==> config.mk <==
export PLATFORM = sky130hd
export DESIGN_NAME = mobilenet_layer_sequencer
export DESIGN_NICKNAME = d
export VERILOG_FILES = /design/src/rtl/mobilenet_layer_sequencer.sv
export SDC_FILE = /design/constraint.sdc
export NUM_CORES = 1
export LEC_CHECK = 0
export CORE_MARGIN = 1.5
export CORE_UTILIZATION = 50
export DETAILED_ROUTE_END_ITERATION = 8
export GPL_ROUTABILITY_DRIVEN = 0
export PLACE_DENSITY = 0.82
export SYNTH_ARGS = -nofsm -noshare
export SYNTH_HDL_FRONTEND = slang
export SYNTH_SLANG_ARGS = --single-unit
==> constraint.sdc <==
create_clock -name CLK -period 6.71 [get_ports CLK]
set_input_delay 1.342 -clock CLK [delete_from_list [all_inputs] [get_ports CLK]]
set_output_delay 1.342 -clock CLK [all_outputs]
set_load 0.05 [all_outputs]
==> src/rtl/mobilenet_layer_sequencer.sv <==
// -----------------------------------------------------------------------------
// mobilenet_layer_sequencer
//
// Purpose:
//   Walks current_layer from a run-time start layer to a run-time end layer.
//   For each layer it pulses layer_start and waits for the engine's layer_done.
//   It reports how many cycles each layer took. It also supports single-step
//   pausing, abort, and a per-layer watchdog.
//
// Ports:
//   CLK, RESETn          clock; synchronous active-low reset
//   start                launch request, accepted in IDLE or DONE
//   start_layer          first layer, sampled when start is accepted
//   end_layer            last layer, sampled when start is accepted
//   step_mode            pause in HOLD after each non-final layer
//   step_go              leave HOLD and run the next layer
//   abort                return to IDLE from any state
//   layer_done           engine completion pulse, honoured only in RUN
//   layer_start          one-cycle pulse in the first RUN cycle of a layer
//   current_layer        layer being executed
//   layer_type           0 CONV, 1 DW, 2 PW, 3 AP, 4 FC, 7 invalid
//   fsm_state            0 IDLE, 1 RUN, 2 NEXT, 3 DONE, 4 HOLD, 5 ERR
//   busy / done / error  state decode: RUN/NEXT/HOLD, DONE, ERR
//   layer_cycles         cycle count of the last completed layer
//   layer_cycles_valid   one-cycle pulse when layer_cycles updates
// -----------------------------------------------------------------------------
module mobilenet_layer_sequencer #(
    parameter int LAYER_ID_W = 6,
    parameter int NUM_LAYERS = 29,
    parameter int AP_LAYER   = 27,
    parameter int FC_LAYER   = 28,
    parameter int CYC_W      = 32,
    parameter int WDT_CYCLES = 10000000
) (
    input  logic                  CLK,
    input  logic                  RESETn,
    input  logic                  start,
    input  logic [LAYER_ID_W-1:0] start_layer,
    input  logic [LAYER_ID_W-1:0] end_layer,
    input  logic                  step_mode,
    input  logic                  step_go,
    input  logic                  abort,
    input  logic                  layer_done,
    output logic                  layer_start,
    output logic [LAYER_ID_W-1:0] current_layer,
    output logic [2:0]            layer_type,
    output logic [2:0]            fsm_state,
    output logic                  busy,
    output logic                  done,
    output logic                  error,
    output logic [CYC_W-1:0]      layer_cycles,
    output logic                  layer_cycles_valid
);

    typedef enum logic [2:0] {
        S_IDLE = 3'd0,
        S_RUN  = 3'd1,
        S_NEXT = 3'd2,
        S_DONE = 3'd3,
        S_HOLD = 3'd4,
        S_ERR  = 3'd5
    } state_t;

    // One extra bit so that NUM_LAYERS == 2**LAYER_ID_W is still representable.
    localparam logic [LAYER_ID_W:0]   L_NUM_LAYERS = (LAYER_ID_W+1)'(NUM_LAYERS);
    localparam logic [LAYER_ID_W-1:0] L_AP_LAYER   = LAYER_ID_W'(AP_LAYER);
    localparam logic [LAYER_ID_W-1:0] L_FC_LAYER   = LAYER_ID_W'(FC_LAYER);
    localparam logic [CYC_W-1:0]      L_WDT        = CYC_W'(WDT_CYCLES);

    state_t                r_state;
    logic [LAYER_ID_W-1:0] r_current_layer;
    logic [LAYER_ID_W-1:0] r_end_layer;
    logic [CYC_W-1:0]      r_cnt;
    logic [CYC_W-1:0]      r_layer_cycles;
    logic                  r_layer_start;
    logic                  r_cycles_valid;

    logic [CYC_W-1:0]      w_cnt_plus;
    logic                  w_range_bad;
    logic [2:0]            w_layer_type;

    // Saturating increment. Both the stored count and the reported count use it.
    assign w_cnt_plus  = (r_cnt == {CYC_W{1'b1}}) ? r_cnt : r_cnt + CYC_W'(1);

    assign w_range_bad = (start_layer > end_layer) ||
                         ({1'b0, end_layer} >= L_NUM_LAYERS);

    always_comb begin
        w_layer_type = 3'd7;
        if (r_current_layer == '0)
            w_layer_type = 3'd0;
        else if (r_current_layer < L_AP_LAYER)
            w_layer_type = r_current_layer[0] ? 3'd1 : 3'd2;
        else if (r_current_layer == L_AP_LAYER)
            w_layer_type = 3'd3;
        else if (r_current_layer == L_FC_LAYER)
            w_layer_type = 3'd4;
    end

    always_ff @(posedge CLK) begin
        if (!RESETn) begin
            r_state         <= S_IDLE;
            r_current_layer <= '0;
            r_end_layer     <= '0;
            r_cnt           <= '0;
            r_layer_cycles  <= '0;
            r_layer_start   <= 1'b0;
            r_cycles_valid  <= 1'b0;
        end else begin
            // The two output pulses are single-cycle unless re-armed below.
            r_layer_start  <= 1'b0;
            r_cycles_valid <= 1'b0;
            if (abort) begin
                // Abort overrides everything, including a coincident layer_done.
                r_state <= S_IDLE;
            end else begin
                case (r_state)
                    S_IDLE, S_DONE: begin
                        if (start) begin
                            r_end_layer <= end_layer;
                            if (w_range_bad) begin
                                r_state <= S_ERR;
                            end else begin
                                r_current_layer <= start_layer;
                                r_cnt           <= '0;
                                r_layer_start   <= 1'b1;
                                r_state         <= S_RUN;
                            end
                        end
                    end
                    S_RUN: begin
                        if (layer_done) begin
                            // The completing cycle counts as part of the layer.
                            r_layer_cycles <= w_cnt_plus;
                            r_cycles_valid <= 1'b1;
                            r_state        <= S_NEXT;
                        end else if (w_cnt_plus == L_WDT) begin
                            r_state <= S_ERR;
                        end else begin
                            r_cnt <= w_cnt_plus;
                        end
                    end
                    S_NEXT: begin
                        if (r_current_layer == r_end_layer) begin
                            r_state <= S_DONE;
                        end else begin
                            r_current_layer <= r_current_layer + LAYER_ID_W'(1);
                            if (step_mode) begin
                                r_state <= S_HOLD;
                            end else begin
                                r_cnt         <= '0;
                                r_layer_start <= 1'b1;
                                r_state       <= S_RUN;
                            end
                        end
                    end
                    S_HOLD: begin
                        if (step_go) begin
                            r_cnt         <= '0;
                            r_layer_start <= 1'b1;
                            r_state       <= S_RUN;
                        end
                    end
                    S_ERR: begin
                        r_state <= S_ERR;
                    end
                    default: begin
                        r_state <= S_IDLE;
                    end
                endcase
            end
        end
    end

    assign layer_start        = r_layer_start;
    assign current_layer      = r_current_layer;
    assign layer_type         = w_layer_type;
    assign fsm_state          = r_state;
    assign busy               = (r_state == S_RUN) || (r_state == S_NEXT) || (r_state == S_HOLD);
    assign done               = (r_state == S_DONE);
    assign error              = (r_state == S_ERR);
    assign layer_cycles       = r_layer_cycles;
    assign layer_cycles_valid = r_cycles_valid;

endmodule

---- Yosys cells after proc, flatten, opt, wreduce, memory -nomap -nowiden ----
Index checks and enable logic that the tools add are counted.
cells by class
  reductions and logical operators ........ 15
  equality and inequality tests ........... 18
  $add $sub $neg .......................... 2
  bitwise logic cells ..................... 3
  order comparisons ....................... 3
  multiplexer cells ....................... 33
operators with widths
  operator                                                           number
  2-to-1 mux 32 bit                                                  8
  one-hot mux 32 bit (4 select lines)                                1
  adder 32 x 1 -> 32 bit, second input constant                      1
  == test 32 x 24 -> 1 bit, second input constant                    1
  == test 32 bit, second input constant                              1
  2-to-1 mux 3 bit                                                   10
  2-to-1 mux 6 bit                                                   3
  one-hot mux 3 bit (5 select lines)                                 1
  != test 2 bit, second input constant                               7
  == test 6 x 5 -> 1 bit, second input constant                      2
  one-hot mux 6 bit (2 select lines)                                 1
  AND reduction 3 bit                                                3
  AND reduction 9 bit                                                1
  adder 6 x 1 -> 6 bit, second input constant                        1
  == test 3 x 2 -> 1 bit, second input constant                      2
  == test 3 bit, second input constant                               2
  == test 6 bit                                                      1
  greater-or-equal comparator 6 x 5 -> 1 bit, second input constant  1
  greater-than comparator 6 bit                                      1
  zero test 6 bit                                                    1
  < comparator 6 x 5 -> 1 bit, second input constant                 1
  2-to-1 mux 1 bit                                                   6
  AND reduction 5 bit                                                1
  2-to-1 mux 2 bit                                                   2
  other kinds (10)                                                   15
storage, ports and cells
  input port bits ......................... 19
  flip-flop bits (word level) ............. 81
  word-level logic and storage cells ...... 81
  output and inout port bits .............. 49

---- Depth between registers and ports, before layout ----
  depth in word-level cells ............... 6
  mapped depth ............................ 15
  mapped depth without buffers ............ 12

---- Worst setup path before layout ----
Ideal clock, no wire load.
  path type ............................... register -> output
  from .................................... register r_state[2] (netlist: fsm_state[2])
  to ...................................... output port busy
  arrival time ............................ 2400 ps
  stages on the path, launching flop included .. 5
  path buffers ............................ 2
  data required time ...................... 5368 ps
  path slack .............................. 2968 ps
  cells stage by stage .................... dfxtp_1 clkbuf_1 buf_1 xnor2_1 o21ai_0
between the ends
  cells in the longest elaborated chain, start to end .. 3
ends and longest elaborated chain
  element                                                                  RTL line  text
  from (decl)                                                              70        state_t r_state;
  from (signal assigned)                                                   102       r_state <= S_IDLE;
  from (signal assigned)                                                   115       r_state <= S_IDLE;
  from (signal assigned)                                                   122       r_state <= S_ERR;
  == test 3 x 1 -> 1 bit / == test 3 x 2 -> 1 bit (equally long branches)  179       assign busy = (r_state == S_RUN) || (r_state == S_NEXT) || (r_state == S_HOLD);
  logical OR 1 bit                                                         179
  logical OR 1 bit (*)                                                     179
  to (decl)                                                                48        output logic busy,
Every way passes the cells marked *; elsewhere a longest branch is shown, timed or not.

---- Final worst setup path ----
  from .................................... register r_cnt[4]
  to ...................................... register r_cnt[22]
between the ends
  cells in the longest elaborated chain, start to end .. 5
ends and longest elaborated chain
  element                                                                                             RTL line  text
  from (decl)                                                                                         73        logic [CYC_W-1:0] r_cnt;
  from (signal assigned)                                                                              140       r_cnt <= w_cnt_plus;
  adder 32 x 1 -> 32 bit / == test 32 bit (equally long branches)                                     83        assign w_cnt_plus = (r_cnt == {CYC_W{1'b1}}) ? r_cnt : r_cnt + CYC_W'(1);
  2-to-1 mux 32 bit (*)                                                                               83
  == test 32 x 24 -> 1 bit / 2-to-1 mux 32 bit (equally long branches)                                137       end else if (w_cnt_plus == L_WDT) begin
  != test 2 bit (no source line) / 2-to-1 mux 32 bit (equally long branches)                          n/a
  AND reduction 9 bit (no source line) / one-hot mux 32 bit (4 select lines) (equally long branches)  n/a
Every way passes the cells marked *; elsewhere a longest branch is shown, timed or not. The select of a mux whose other input is x is not followed.
A chain may end at the register's enable or synchronous reset.

==> results.ini <==
[logic_synthesis]
ys_seq_area_share_pct = 32.31
synth.largest_area_cell = dfxtp_1
yosysUniqueCellTypes = 65
ys_ff_latch = 81
yosysTopAreaCellShare_pct = 32.31
synth_cells = 658
netlist_top_cells_area = dfxtp_1 (32%), nor2_1 (6.4%), a21oi_1 (5.7%)
ys_warn_count = 0
synth_edf_count = 0
netlist_area_mm2 = 0.005019
ys_dominant_reg_cell = dfxtp_1
synth_area_per_cell_um2 = 7.627
syn-num-nets = 686
async_flop_share_pct = 0

[worst_setup_path]
critPathMaxFanout = 29
worstPathRequired_ns = 6.97
critPathKind = flip-flop to flip-flop
cp-end-kind = flip-flop
startpoint_type = flip-flop
cp_data_arrival_time_ns = 4.92

[sta]
rsz0062_at_grt = no
fin_ws_ns = 2.057
finalCriticalPeriod_ns = 4.653
final-setup-viol-count = 0
drv_slew = 0
tns_ns = 0
period_share_pct = 69.35
worst_pin_slew_ns = 1.077
skew_ns = 0.01117
max_slew_margin_pct = 28.00
finalHoldViolations = 0
maxClockFrequency_mhz = 214.9

[pwr]
leakagePower_nw = 1.976
ir_drop_mv = 0.1151
power_density_mw_per_mm2 = 180.1
power_mw = 1.059

[clock_network]
hold_buffers = 0
clock-sinks = 81
clock_latency_ns = 0.38
cts_buffer_depth = 2
cts_tree = done
postCtsSetupBuffers = 0
cts-htree-levels = 3
post_cts_resized = 0
cts_buffers = 9
cts_root_buffer = clkbuf_8
cts.clk_slew.worst_paths_ns = 0.10

[global_routing]
antenna_found_initial = 0
grt_util_all_layers_pct = 27.30
met3_usage_pct = 6.653
grtUsageMet1_pct = 36.73
grt_pass1_vias = 4742
grt_use_met2_pct = 40.89
overflow = 0
top_usage_layer = met2
grt_pass1_wl_um = 22670
grt_max_degree = 52

[floorplanning]
dieArea_mm2 = 0.01065
fp.dieH_um = 103.2
initial_core_util_pct = 51.34
io_pins = 68
rows = 36
die_width_um = 103.2
design.core.area_mm2 = 0.009774

[outcome]
status = finished, final reports clean

[flow_run]
drv_cap = 0

[placement]
post-dp-hpwl_um = 9976
port_buffers = 67
pre_cts_ws_ns = 2.111

[cells_and_area]
nets = 718
drive_gt1_share_pct = 6.043
layout_common_cells = nor2_1 (84), dfxtp_1 (81), clkdlybuf4s50_1 (67)
final_common_cell = nor2_1
num_antenna_cells = 0
area_growth_pct = 17.18

[route]
vias = 5251
routed_wl_um = 14190
dr.first_iter.drc_count = 651
drt_pass1_iterations = 6
antenna_left = 0
vias_per_cell = 6.342
wl_per_cell_um = 17.14
drc_errors = 0

[hold_path]
hp-class = flip-flop to flip-flop

[where the power goes]
| part | switching [mW] | internal, mW |
|---|---|---|
| clock network | 0.209 | 0.180 |
| registers | 0.0122 | 0.490 |
| logic | 0.108 | 0.0594 |
[through the flow]
step / area [um^2] / utilization, % / hold slack [ns] / std cells
after floorplan: 5019 / - / 0.4740 / 658
after global placement: 5670 / 58.01 / 0.4468 / 812
after global routing: 5881 / 60.16 / 0.4822 / 828
after detailed placement: 5670 / 58.01 / 0.4449 / 812
final: 5881 / 60.16 / 0.4651 / 828
after CTS: 5881 / 60.16 / 0.4672 / 828
[state kept, by name, indices dropped and copies added, names as in the netlist]
name / flops
layer_start: 1
layer_cycles_valid: 1
fsm_state: 3
r_cnt: 32
r_end_layer: 6
current_layer: 6
layer_cycles: 32
[cells in the mapped netlist (4+ instances only)]
cell,number
nor3_1,17
mux2i_1,4
nor2_1,85
xnor2_1,21
a31oi_1,9
or3_1,10
o31ai_1,12
a211oi_1,23
inv_1,16
a21o_1,4
ha_1,9
nand3b_1,4
nor4_1,6
and3_1,12
clkbuf_1,33
xor2_1,14
o21ai_1,4
o21ai_0,33
or4_1,8
buf_2,13
nand3_1,41
dfxtp_1,81
nand4_1,14
o211ai_1,8
a21oi_1,57
nand2b_1,4
and2_1,6
nand2_1,51
a22oi_1,4
[metal layers]
layer,wire length [um],up-vias
met3,1372,59
met1,6014,2418
met2,6312,316
met4,494,0
li1,-,2458
met5,0,-
[layout make-up]
type,instances,area [um^2]
fill,898,3894
multi-input combinational,509,3110
sequential,81,1622
timing repair buffer,72,708.2
tap,133,166.4
clock buffer,9,123.9
clock inverter,7,86.33
inverter,17,63.81
[logic make-up (layout without fill, tap and decap cells)]
family                   count (synthesis)  after routing  share of synthesized area [%]
AND/OR/NAND/NOR                        284            284                          30.02
AO/OA/AOI/OAI                          177            177                          22.66
flip-flops                              81             81                          32.31
buffers and inverters                   68            105                          5.859
XOR/XNOR                                35             35                          6.108
adder cells (fa/ha/maj)                  9              9                          2.244
multiplexers                             4              4                         0.7978
[final timing paths]
path / start / end / slack, ns / depth (start not counted)
hold reg to reg: layer_cycles[10]$_SDFFE_PN0P_ / layer_cycles[10]$_SDFFE_PN0P_ / 0.47 / 2
setup / recovery: r_cnt[4]$_SDFFE_PN0P_ / r_cnt[22]$_SDFFE_PN0P_ / 2.06 / 10
setup reg to reg: r_cnt[4]$_SDFFE_PN0P_ / r_cnt[22]$_SDFFE_PN0P_ / 2.06 / 10
hold / removal: layer_cycles[10]$_SDFFE_PN0P_ / layer_cycles[10]$_SDFFE_PN0P_ / 0.47 / 2
[worst max-delay path, stage by stage, from the launching register on]
cell and delay, ns:
dfxtp_1 0.67, nand2_1 0.26, nor4_4 0.43, nand4_1 0.50, nand4_1 0.29, xor2_1 0.13, or4_1 0.50, or4_1 0.75
o21bai_4 0.66, nor2_1 0.08, o221a_1 0.26
Note: power is estimated with default switching activity, not from simulation.
